**src/rtl/rs_syndrome_seq.sv**
```systemverilog
// Horner-rule syndrome sequencer for RS(31,k) over GF(2^5), p(x) = x^5 + x^2 + 1.
// Optional build macro RS_SYN_ZERO_SKIP_EN skips streaming when every syndrome is zero.
module rs_syndrome_seq #(
  parameter int NSYN = 4,
  parameter int NSYM = 31
) (
  input  logic       clock,
  input  logic       reset_n,
  input  logic [4:0] sym_in,
  input  logic       sym_valid,
  output logic       sym_ready,
  output logic [4:0] syn_out,
  output logic [2:0] syn_idx,
  output logic       syn_valid,
  input  logic       syn_ready,
  output logic       err_flag,
  output logic       block_done,
  output logic       busy
);

  typedef enum logic [1:0] {ACCEPT, UPDATE, OUTPUT, DONE} state_e;

  localparam int CNT_W = $clog2(NSYM + 1);
  localparam logic [CNT_W-1:0] NSYM_C = CNT_W'(NSYM);
  localparam logic [2:0] LAST_J = 3'(NSYN - 1);

  // alpha^1 .. alpha^8 in polynomial basis, MSB = x^4
  localparam logic [4:0] ALPHA [8] = '{5'b00010, 5'b00100, 5'b01000, 5'b10000,
                                       5'b00101, 5'b01010, 5'b10100, 5'b01101};

  function automatic logic [4:0] gf_mul(input logic [4:0] a, input logic [4:0] b);
    logic [4:0] p;
    logic [4:0] t;
    p = '0;
    t = a;
    for (int i = 0; i < 5; i++) begin
      if (b[i]) p = p ^ t;
      t = {t[3:0], 1'b0} ^ (t[4] ? 5'b00101 : 5'b00000);
    end
    return p;
  endfunction

  state_e           state_q, state_d;
  logic [4:0]       s_q [NSYN];
  logic [4:0]       s_d [NSYN];
  logic [CNT_W-1:0] sym_cnt_q, sym_cnt_d;
  logic [2:0]       iter_q, iter_d;
  logic [2:0]       k_q, k_d;
  logic [4:0]       r_hold_q, r_hold_d;
  logic             err_q, err_d;
  logic             busy_q, busy_d;
  logic             any_nz;

  // NOTE: every output and next-state signal gets a default before the case so no path leaves one unassigned (no latches).
  always_comb begin
    state_d   = state_q;
    s_d       = s_q;
    sym_cnt_d = sym_cnt_q;
    iter_d    = iter_q;
    k_d       = k_q;
    r_hold_d  = r_hold_q;
    err_d     = err_q;
    busy_d    = busy_q;
    any_nz    = 1'b0;

    sym_ready  = 1'b0;
    syn_valid  = 1'b0;
    syn_out    = '0;
    block_done = 1'b0;

    case (state_q)
      ACCEPT: begin
        sym_ready = 1'b1;
        if (sym_valid) begin
          r_hold_d  = sym_in;
          sym_cnt_d = sym_cnt_q + 1'b1;
          busy_d    = 1'b1;
          iter_d    = '0;
          if (sym_cnt_q == '0) err_d = 1'b0;
          state_d   = UPDATE;
        end
      end

      UPDATE: begin
        for (int i = 0; i < NSYN; i++) begin
          if (iter_q == 3'(i)) s_d[i] = gf_mul(s_q[i], ALPHA[i]) ^ r_hold_q;
        end
        if (iter_q == LAST_J) begin
          iter_d = '0;
          if (sym_cnt_q == NSYM_C) begin
            // Flag uses the post-update values so the final symbol's contribution counts.
            for (int i = 0; i < NSYN; i++) any_nz = any_nz | (|s_d[i]);
            err_d   = any_nz;
            state_d = OUTPUT;
`ifdef RS_SYN_ZERO_SKIP_EN
            if (!any_nz) begin
              busy_d  = 1'b0;
              state_d = DONE;
            end
`else
`endif
          end else begin
            state_d = ACCEPT;
          end
        end else begin
          iter_d = iter_q + 3'd1;
        end
      end

      OUTPUT: begin
        syn_valid = 1'b1;
        for (int i = 0; i < NSYN; i++) begin
          if (k_q == 3'(i)) syn_out = s_q[i];
        end
        if (syn_ready) begin
          if (k_q == LAST_J) begin
            k_d     = '0;
            busy_d  = 1'b0;
            state_d = DONE;
          end else begin
            k_d = k_q + 3'd1;
          end
        end
      end

      DONE: begin
        block_done = 1'b1;
        for (int i = 0; i < NSYN; i++) s_d[i] = '0;
        sym_cnt_d = '0;
        k_d       = '0;
        state_d   = ACCEPT;
      end

      default: state_d = ACCEPT;
    endcase
  end

  assign syn_idx  = k_q;
  assign err_flag = err_q;
  assign busy     = busy_q;

  // NOTE: the syndrome bank is a handful of flops, not RAM, so it is cleared by reset along with the control state.
  always_ff @(posedge clock or negedge reset_n) begin
    if (!reset_n) begin
      state_q   <= ACCEPT;
      for (int i = 0; i < NSYN; i++) s_q[i] <= '0;
      sym_cnt_q <= '0;
      iter_q    <= '0;
      k_q       <= '0;
      r_hold_q  <= '0;
      err_q     <= 1'b0;
      busy_q    <= 1'b0;
    end else begin
      // NOTE: non-blocking updates so every register samples the same pre-edge values.
      state_q   <= state_d;
      for (int i = 0; i < NSYN; i++) s_q[i] <= s_d[i];
      sym_cnt_q <= sym_cnt_d;
      iter_q    <= iter_d;
      k_q       <= k_d;
      r_hold_q  <= r_hold_d;
      err_q     <= err_d;
      busy_q    <= busy_d;
    end
  end

endmodule

```
**config.mk**
```make
export PLATFORM = sky130hd
export DESIGN_NAME = rs_syndrome_seq
export DESIGN_NICKNAME = d
export VERILOG_FILES = /design/src/rtl/rs_syndrome_seq.sv
export SDC_FILE = /design/constraint.sdc
export NUM_CORES = 1
export LEC_CHECK = 0
export ABC_CLOCK_PERIOD_IN_PS = 3090
export BUFFER_PORTS_ARGS = -buffer_cell sky130_fd_sc_hd__buf_4
export CORE_MARGIN = 1.5
export CORE_UTILIZATION = 55
export CTS_CLUSTER_SIZE = 24
export DETAILED_ROUTE_END_ITERATION = 8
export HOLD_SLACK_MARGIN = 0.05
export PLACE_DENSITY = 0.75
export SYNTH_ARGS = -nofsm -noshare
export SYNTH_HDL_FRONTEND = slang
export SYNTH_SLANG_ARGS = --single-unit
```
**constraint.sdc**
```tcl
create_clock -name clock -period 3.09 [get_ports clock]
set_input_delay 0.4635 -clock clock [delete_from_list [all_inputs] [get_ports clock]]
set_output_delay 0.4635 -clock clock [all_outputs]
set_load 0.02 [all_outputs]
```
==> impl_metrics.tcl, run 1 <==
set metrics [dict create \
    status "finished, final reports clean" \
    reg2reg_depth 8 \
    drtAntennaViolNets 0 \
    synth_xor_area_share_pct 9.92 \
    endpoint_kind "flop" \
    dp_hpwl_mm 4.70 \
    cts.sinks 40 \
    fmax_mhz 375 \
    ctsResizeCount 0 \
    syn_inst 308 \
    hold_class "input port to asynchronous set/reset pin" \
    final_area_um2 2970 \
    synthAdderAreaFrac_pct 5.01 \
    die_h_um 73.7 \
    drc_errors 0 \
    grt.busiest_layer "met2" \
    timing.slew.headroom_pct 64.6 \
    skew_ns 0.00499 \
    met1_usage_pct 39.6 \
    synth_area_um2 2750 \
    cts_buffer_depth 2 \
    clockPowerShare_pct 11.6 \
    gr-usage-met2_pct 40.2 \
    path_max_fanout 7 \
    h-tree-depth 2 \
    vias 2312 \
    core_area_um2 4750 \
    wirelength_mm 6.58 \
    dpl_cell_area_um2 2890 \
    swShare_pct 45.0 \
    die_w_um 73.7 \
    rsz0062_at_grt "false" \
    antenna_found_initial 0 \
    critPathRequiredTime_ns 3.29 \
    grt_start_max_net_pins 41 \
    gp_congestion 0.886 \
    worst_pin_slew_ns 0.531 \
    seq_area_frac_synth_pct 36.4 \
    holdBufCountCts 0 \
    final_max_slew_viol_count 0 \
    synthFlopType "dfrtp_1" \
    yosys-top-cells-area "dfrtp_1, ha_1, nand2_1" \
    insertion_delay_ns 0.30 \
    ys_types 48 \
    area_delta_synth_final_pct 8.15 \
    fin_tns_setup_ns 0 \
    grt_pass1_vias 2123 \
    drive_gt1_share_pct 12.9 \
    synth_edf_count 0 \
    synth_top_area_share_pct 36.4 \
    syn_nets 328 \
    pwr-share-seq_pct 36.3 \
    insertedDiodeCount 0 \
    cts_buffers 5 \
    power_switching_w 0.00137 \
    vias_per_cell 6.02 \
    vdd_drop_max_v 0.000428 \
    drtIter0Drc 213 \
    critPathKind "flop to flop" \
    ys_top_cells_by_count "dfrtp_1, nand2_1, inv_1" \
    leakage_nw 1.34 \
    powerDensity_nw_per_um2 1030 \
    synth_top_cell_by_area "dfrtp_1" \
    grt_usage_pct 26.9 \
    clk_pin_slew_worst_paths_ns 0.08 \
    nFillCells 419 \
    async_flop_share_pct 100 \
    setup_viol 0 \
    cts_tree "done" \
    dieArea_um2 5430 \
    arrival_ns 2.86 \
    nets 336 \
    ioPinCount 22 \
    yosys.area_share.simple_pct 17.6 \
    startpoint_type "flop" \
    rows 25 \
    comb_power_share_pct 52.1 \
    met3_usage_pct 4.53 \
    start_util_pct 57.8 \
    finalCriticalPeriod_ns 2.67 \
    io_buffer_count 21 \
    final_hold_viol_count 0 \
    muxShareOfSynthArea_pct 3.46 \
    clock-root-buffer "clkbuf_8" \
    post_drt_wl_per_cell_um 17.1 \
    grt_pass1_wl_mm 10.9 \
    overflow 0 \
    cap_viol_max_count 0 \
    fin_crit_sh_pct 86.3 \
    internal_power_w 0.00168 \
    ys_seq_elements 40 \
    synth_compound_area_share_pct 19.8 \
    synth.most_common_cell "dfrtp_1" \
    synth_top_family_by_area "compound AO/OA/AOI/OAI gates" \
    cts_setup_buffers 0 \
    dr.pass1.iters 5 \
    ys.warnings.count 0 \
    avgSynthCellArea_um2 8.92 \
]
[sequential cells by signal, summed over array words and instances, names as in the netlist, named ones only]
signal	flops
busy	1
err_flag	1
iter_q	3
r_hold_q	5
s_q	20
state_q	1
sym_cnt_q	5
syn_idx	3
[final cells by class]
type	instances	area, um2	area share (%)
Multi-Input combinational cell	220	1530	51.6
Sequential cell	40	1000	33.7
Timing Repair Buffer	23	173	5.81
Inverter	26	97.6	3.28
Tap cell	67	83.8	2.82
Clock buffer	7	76.3	2.57
Clock inverter	1	8.76	0.295
[cell families (layout without fill, tap and decap cells)]
group,Yosys count,count (layout)
and+or+nand+nor,91,91
AOI/OAI and AO/OA,83,83
buffers and inverters,48,57
DFF,40,40
xor gates and xnor gates,26,26
adders and majority gates,11,11
muxes,9,9
[path summary, 6_finish.rpt]
check / startpoint / end / slack, ns
worst max-delay path: iter_q[0]$_DFFE_PN0P_ / err_flag$_DFFE_PN0P_ / 0.42
worst min-delay path: reset_n / s_q[11]$_DFFE_PN0P_ / 0.13
worst max register to register: iter_q[0]$_DFFE_PN0P_ / err_flag$_DFFE_PN0P_ / 0.42
worst min register to register: sym_cnt_q[3]$_DFFE_PN0P_ / sym_cnt_q[3]$_DFFE_PN0P_ / 0.51
max in group asynchronous: reset_n / s_q[5]$_DFFE_PN0P_ / 2.61
min in group clock: sym_in[1] / r_hold_q[1]$_DFFE_PN0P_ / 0.35
[layout by cell type, fill, tap and decap left out, types with 5 or more instances in the layout]
| cell type | Yosys | routed |
|---|---|---|
| a211oi_1 | 5 | 5 |
| a21oi_1 | 11 | 11 |
| a221oi_1 | 5 | 5 |
| a22oi_1 | 11 | 11 |
| buf_4 | 0 | 23 |
| clkbuf_8 | 0 | 5 |
| dfrtp_1 | 40 | 40 |
| ha_1 | 11 | 11 |
| inv_1 | 25 | 25 |
| mux2i_1 | 5 | 5 |
| nand2_1 | 30 | 30 |
| nor2_1 | 15 | 15 |
| nor2b_1 | 8 | 8 |
| o21ai_0 | 15 | 15 |
| o22ai_1 | 18 | 18 |
| xnor2_1 | 12 | 12 |
| xor2_1 | 11 | 11 |
[worst max-delay path: stages, from the launching register on]
cell     delay, ns
dfrtp_1       0.42
inv_1         0.10
ha_1          0.21
nor2b_2       0.34
mux2i_1       0.28
nand2_1       0.07
or4_1         0.46
or4_1         0.51
a22o_1        0.19
[per-layer routing]
layer / routed length [um] / vias to the layer above
met2: 3010 / 96
met1: 3030 / 1113
li1: - / 1091
met4: 138 / 0
met5: 0 / -
met3: 396 / 12
[per-stage QoR]
stage / hold slack [ns] / std cells / utilization [%] / power, W / setup slack [ns]
floorplan: 0.168 / 308 / - / 0.00236 / 0.649
global placement: 0.482 / 376 / 60.7 / 0.00262 / 0.524
detailed placement: 0.481 / 376 / 60.7 / 0.00267 / 0.455
CTS: 0.160 / 384 / 62.5 / 0.00303 / 0.448
global route: 0.182 / 384 / 62.5 / 0.00329 / 0.254
finish: 0.132 / 384 / 62.5 / 0.00305 / 0.423
[power by group through the flow]
stage                     combinational, W  sequential [W]  clock (W)
after floorplan                    0.00146        0.000899          0
after global placement             0.00153         0.00109          0
after detailed placement           0.00157         0.00110          0
after CTS                          0.00158         0.00109   0.000360
after global routing               0.00178         0.00114   0.000380
final                              0.00159         0.00111   0.000353
Note: power is estimated with default switching activity, not from simulation.
==> run 2: changes to the inputs <==
- CORE_ASPECT_RATIO: not set -> 1.75
- HOLD_SLACK_MARGIN: 0.05 -> 0.15
==> run 2 against run 1 <==
  * First-iteration DRC count fell by 64%
  * Largest cell class unchanged
  * Critical endpoint unchanged
  * Clock skew fell by 0.0025 ns
  * Global-route usage rose by 0.23 points
  * Register-to-register slack got worse by 0.03 ns
  * Critical path depth did not move
==> impl_metrics.tcl, run 2 (synthesized netlist as in run 1, its figures left out) <==
set metrics [dict create \
    grt_usage_pct 27.2 \
    startpoint_type "flop" \
    overflow 0 \
    largestRegisters "s_q x20, r_hold_q x5, sym_cnt_q x5" \
    drive_gt1_share_pct 13.3 \
    vias_per_cell 6.27 \
    hold_class "input port to asynchronous set/reset pin" \
    insertedDiodeCount 0 \
    rows 33 \
    cts_tree "done" \
    drtAntennaViolNets 0 \
    top_register "s_q" \
    critPathRequiredTime_ns 3.28 \
    die_w_um 56.4 \
    setup_viol 0 \
    r2r-start "iter_q[0]$_DFFE_PN0P_" \
    wirelength_mm 6.98 \
    rrSetupSlack_ns 0.39 \
    final_util_pct 63.1 \
    grt_start_max_net_pins 41 \
    largest_reg_flops 20 \
    critPathBufInv 1 \
    placed_cells 361 \
    nets 336 \
    fmax_mhz 371 \
    leakage_nw 1.36 \
    die_h_um 96.5 \
    slowest_stage "or4_1" \
    cts_setup_buffers 0 \
    slowest_delay_ns 0.52 \
    path_max_fanout 7 \
    clock-root-buffer "clkbuf_8" \
    fin_crit_sh_pct 87.3 \
    skew_ns 0.00248 \
    cap_viol_max_count 0 \
    vdd_drop_max_v 0.000759 \
    mostFrequentLayoutCell "dfrtp_1" \
    drtIter0Drc 77 \
    h-tree-depth 2 \
    grt_pass1_vias 2324 \
    dieArea_um2 5450 \
    reg2reg_depth 8 \
    clk_pin_slew_worst_paths_ns 0.08 \
    critPathMostFrequentCell "or4_1" \
    arrival_ns 2.89 \
    worstSetupPathDepth 8 \
    finalCriticalPeriod_ns 2.70 \
    area_delta_synth_final_pct 9.06 \
    io_buffer_count 21 \
    insertion_delay_ns 0.30 \
    final_max_slew_viol_count 0 \
    cts.sinks 40 \
    final_cells 368 \
    layout_common_cells "dfrtp_1, nand2_1, inv_1, buf_4, o22ai_1" \
    worst_pin_slew_ns 0.782 \
    dp_hpwl_mm 5.17 \
    core_area_um2 4750 \
    cts_buffers 5 \
    post_drt_wl_per_cell_um 19.0 \
    drc_errors 0 \
    holdBufCountCts 0 \
    start_util_pct 57.9 \
    antenna_found_initial 0 \
    endpoint_kind "flop" \
    timing.slew.headroom_pct 47.9 \
    critPathKind "flop to flop" \
    ioPinCount 22 \
    cts_buffer_depth 2 \
    ctsResizeCount 0 \
    dr.pass1.iters 4 \
    cp_top_family "simple AND/OR/NAND/NOR gates" \
    gp_congestion 0.929 \
    rsz0062_at_grt "false" \
    final_hold_viol_count 0 \
    vias 2308 \
    status "finished, final reports clean" \
    r2r-end "err_flag$_DFFE_PN0P_" \
    grt_pass1_wl_mm 11.2 \
    powerDensity_nw_per_um2 1080 \
    crit_chain "inv_1 -> ha_1 -> nor2b_2 -> mux2i_1 -> nand2_1 -> or4_1 -> or4_1 -> a22o_1" \
    fin_tns_setup_ns 0 \
]
[run 2: layer usage]
metal  global-route usage, %  up-vias  part of all wire (%)
met1                    30.5     1111                    38
met3                    3.46       24                   4.6
met2                    48.6       81                    53
li1                        -     1092                     -
met4                    16.3        0                   4.3
met5                       0        -                     0
[run 2: through the flow]
step	hold WS (ns)	area [um2]	total power, W	worst slack [ns]
2_1_floorplan	0.168	2750	0.00236	0.649
3_3_place_gp	0.474	2870	0.00266	0.494
3_5_place_dp	0.479	2870	0.00270	0.411
4_1_cts	0.156	3000	0.00322	0.400
5_1_grt	0.185	3000	0.00344	0.246
6_report	0.130	3000	0.00323	0.392
[run 2: report_power, final]
part | switching (W) | leakage [nW] | internal (W) | total [W]
Combinational | 0.000815 | 0.803 | 0.000788 | 0.00160
Sequential | 0.000385 | 0.490 | 0.000732 | 0.00112
Clock | 0.000194 | 0.0642 | 0.000318 | 0.000512
Total | 0.00139 | 1.36 | 0.00184 | 0.00323
[run 2: worst reg2reg max path, cell delays in order, from the launching register on]
cell,delay (ns)
dfrtp_1,0.43
inv_1,0.10
ha_1,0.21
nor2b_2,0.33
mux2i_1,0.29
nand2_1,0.07
or4_1,0.45
or4_1,0.52
a22o_1,0.20
[run 2: cell type report]
class,instances,area [um2]
clock inverters,2,60.1
repair buffers,23,173
inverters,26,97.6
well taps,52,65.1
multi-input cells,220,1530
flip-flops and latches,40,1000
clock buffers,5,68.8
fillers,416,1750
[run 2: how the worst max path moves through the flow]
stage | slack [ns] | start | end
after floorplan | 0.65 | iter_q[0]$_DFFE_PN0P_ | err_flag$_DFFE_PN0P_
after global placement | 0.49 | iter_q[0]$_DFFE_PN0P_ | err_flag$_DFFE_PN0P_
after detailed placement | 0.41 | iter_q[0]$_DFFE_PN0P_ | err_flag$_DFFE_PN0P_
final | 0.39 | iter_q[0]$_DFFE_PN0P_ | err_flag$_DFFE_PN0P_
after CTS | 0.40 | iter_q[0]$_DFFE_PN0P_ | err_flag$_DFFE_PN0P_
after global routing | 0.25 | iter_q[0]$_DFFE_PN0P_ | err_flag$_DFFE_PN0P_
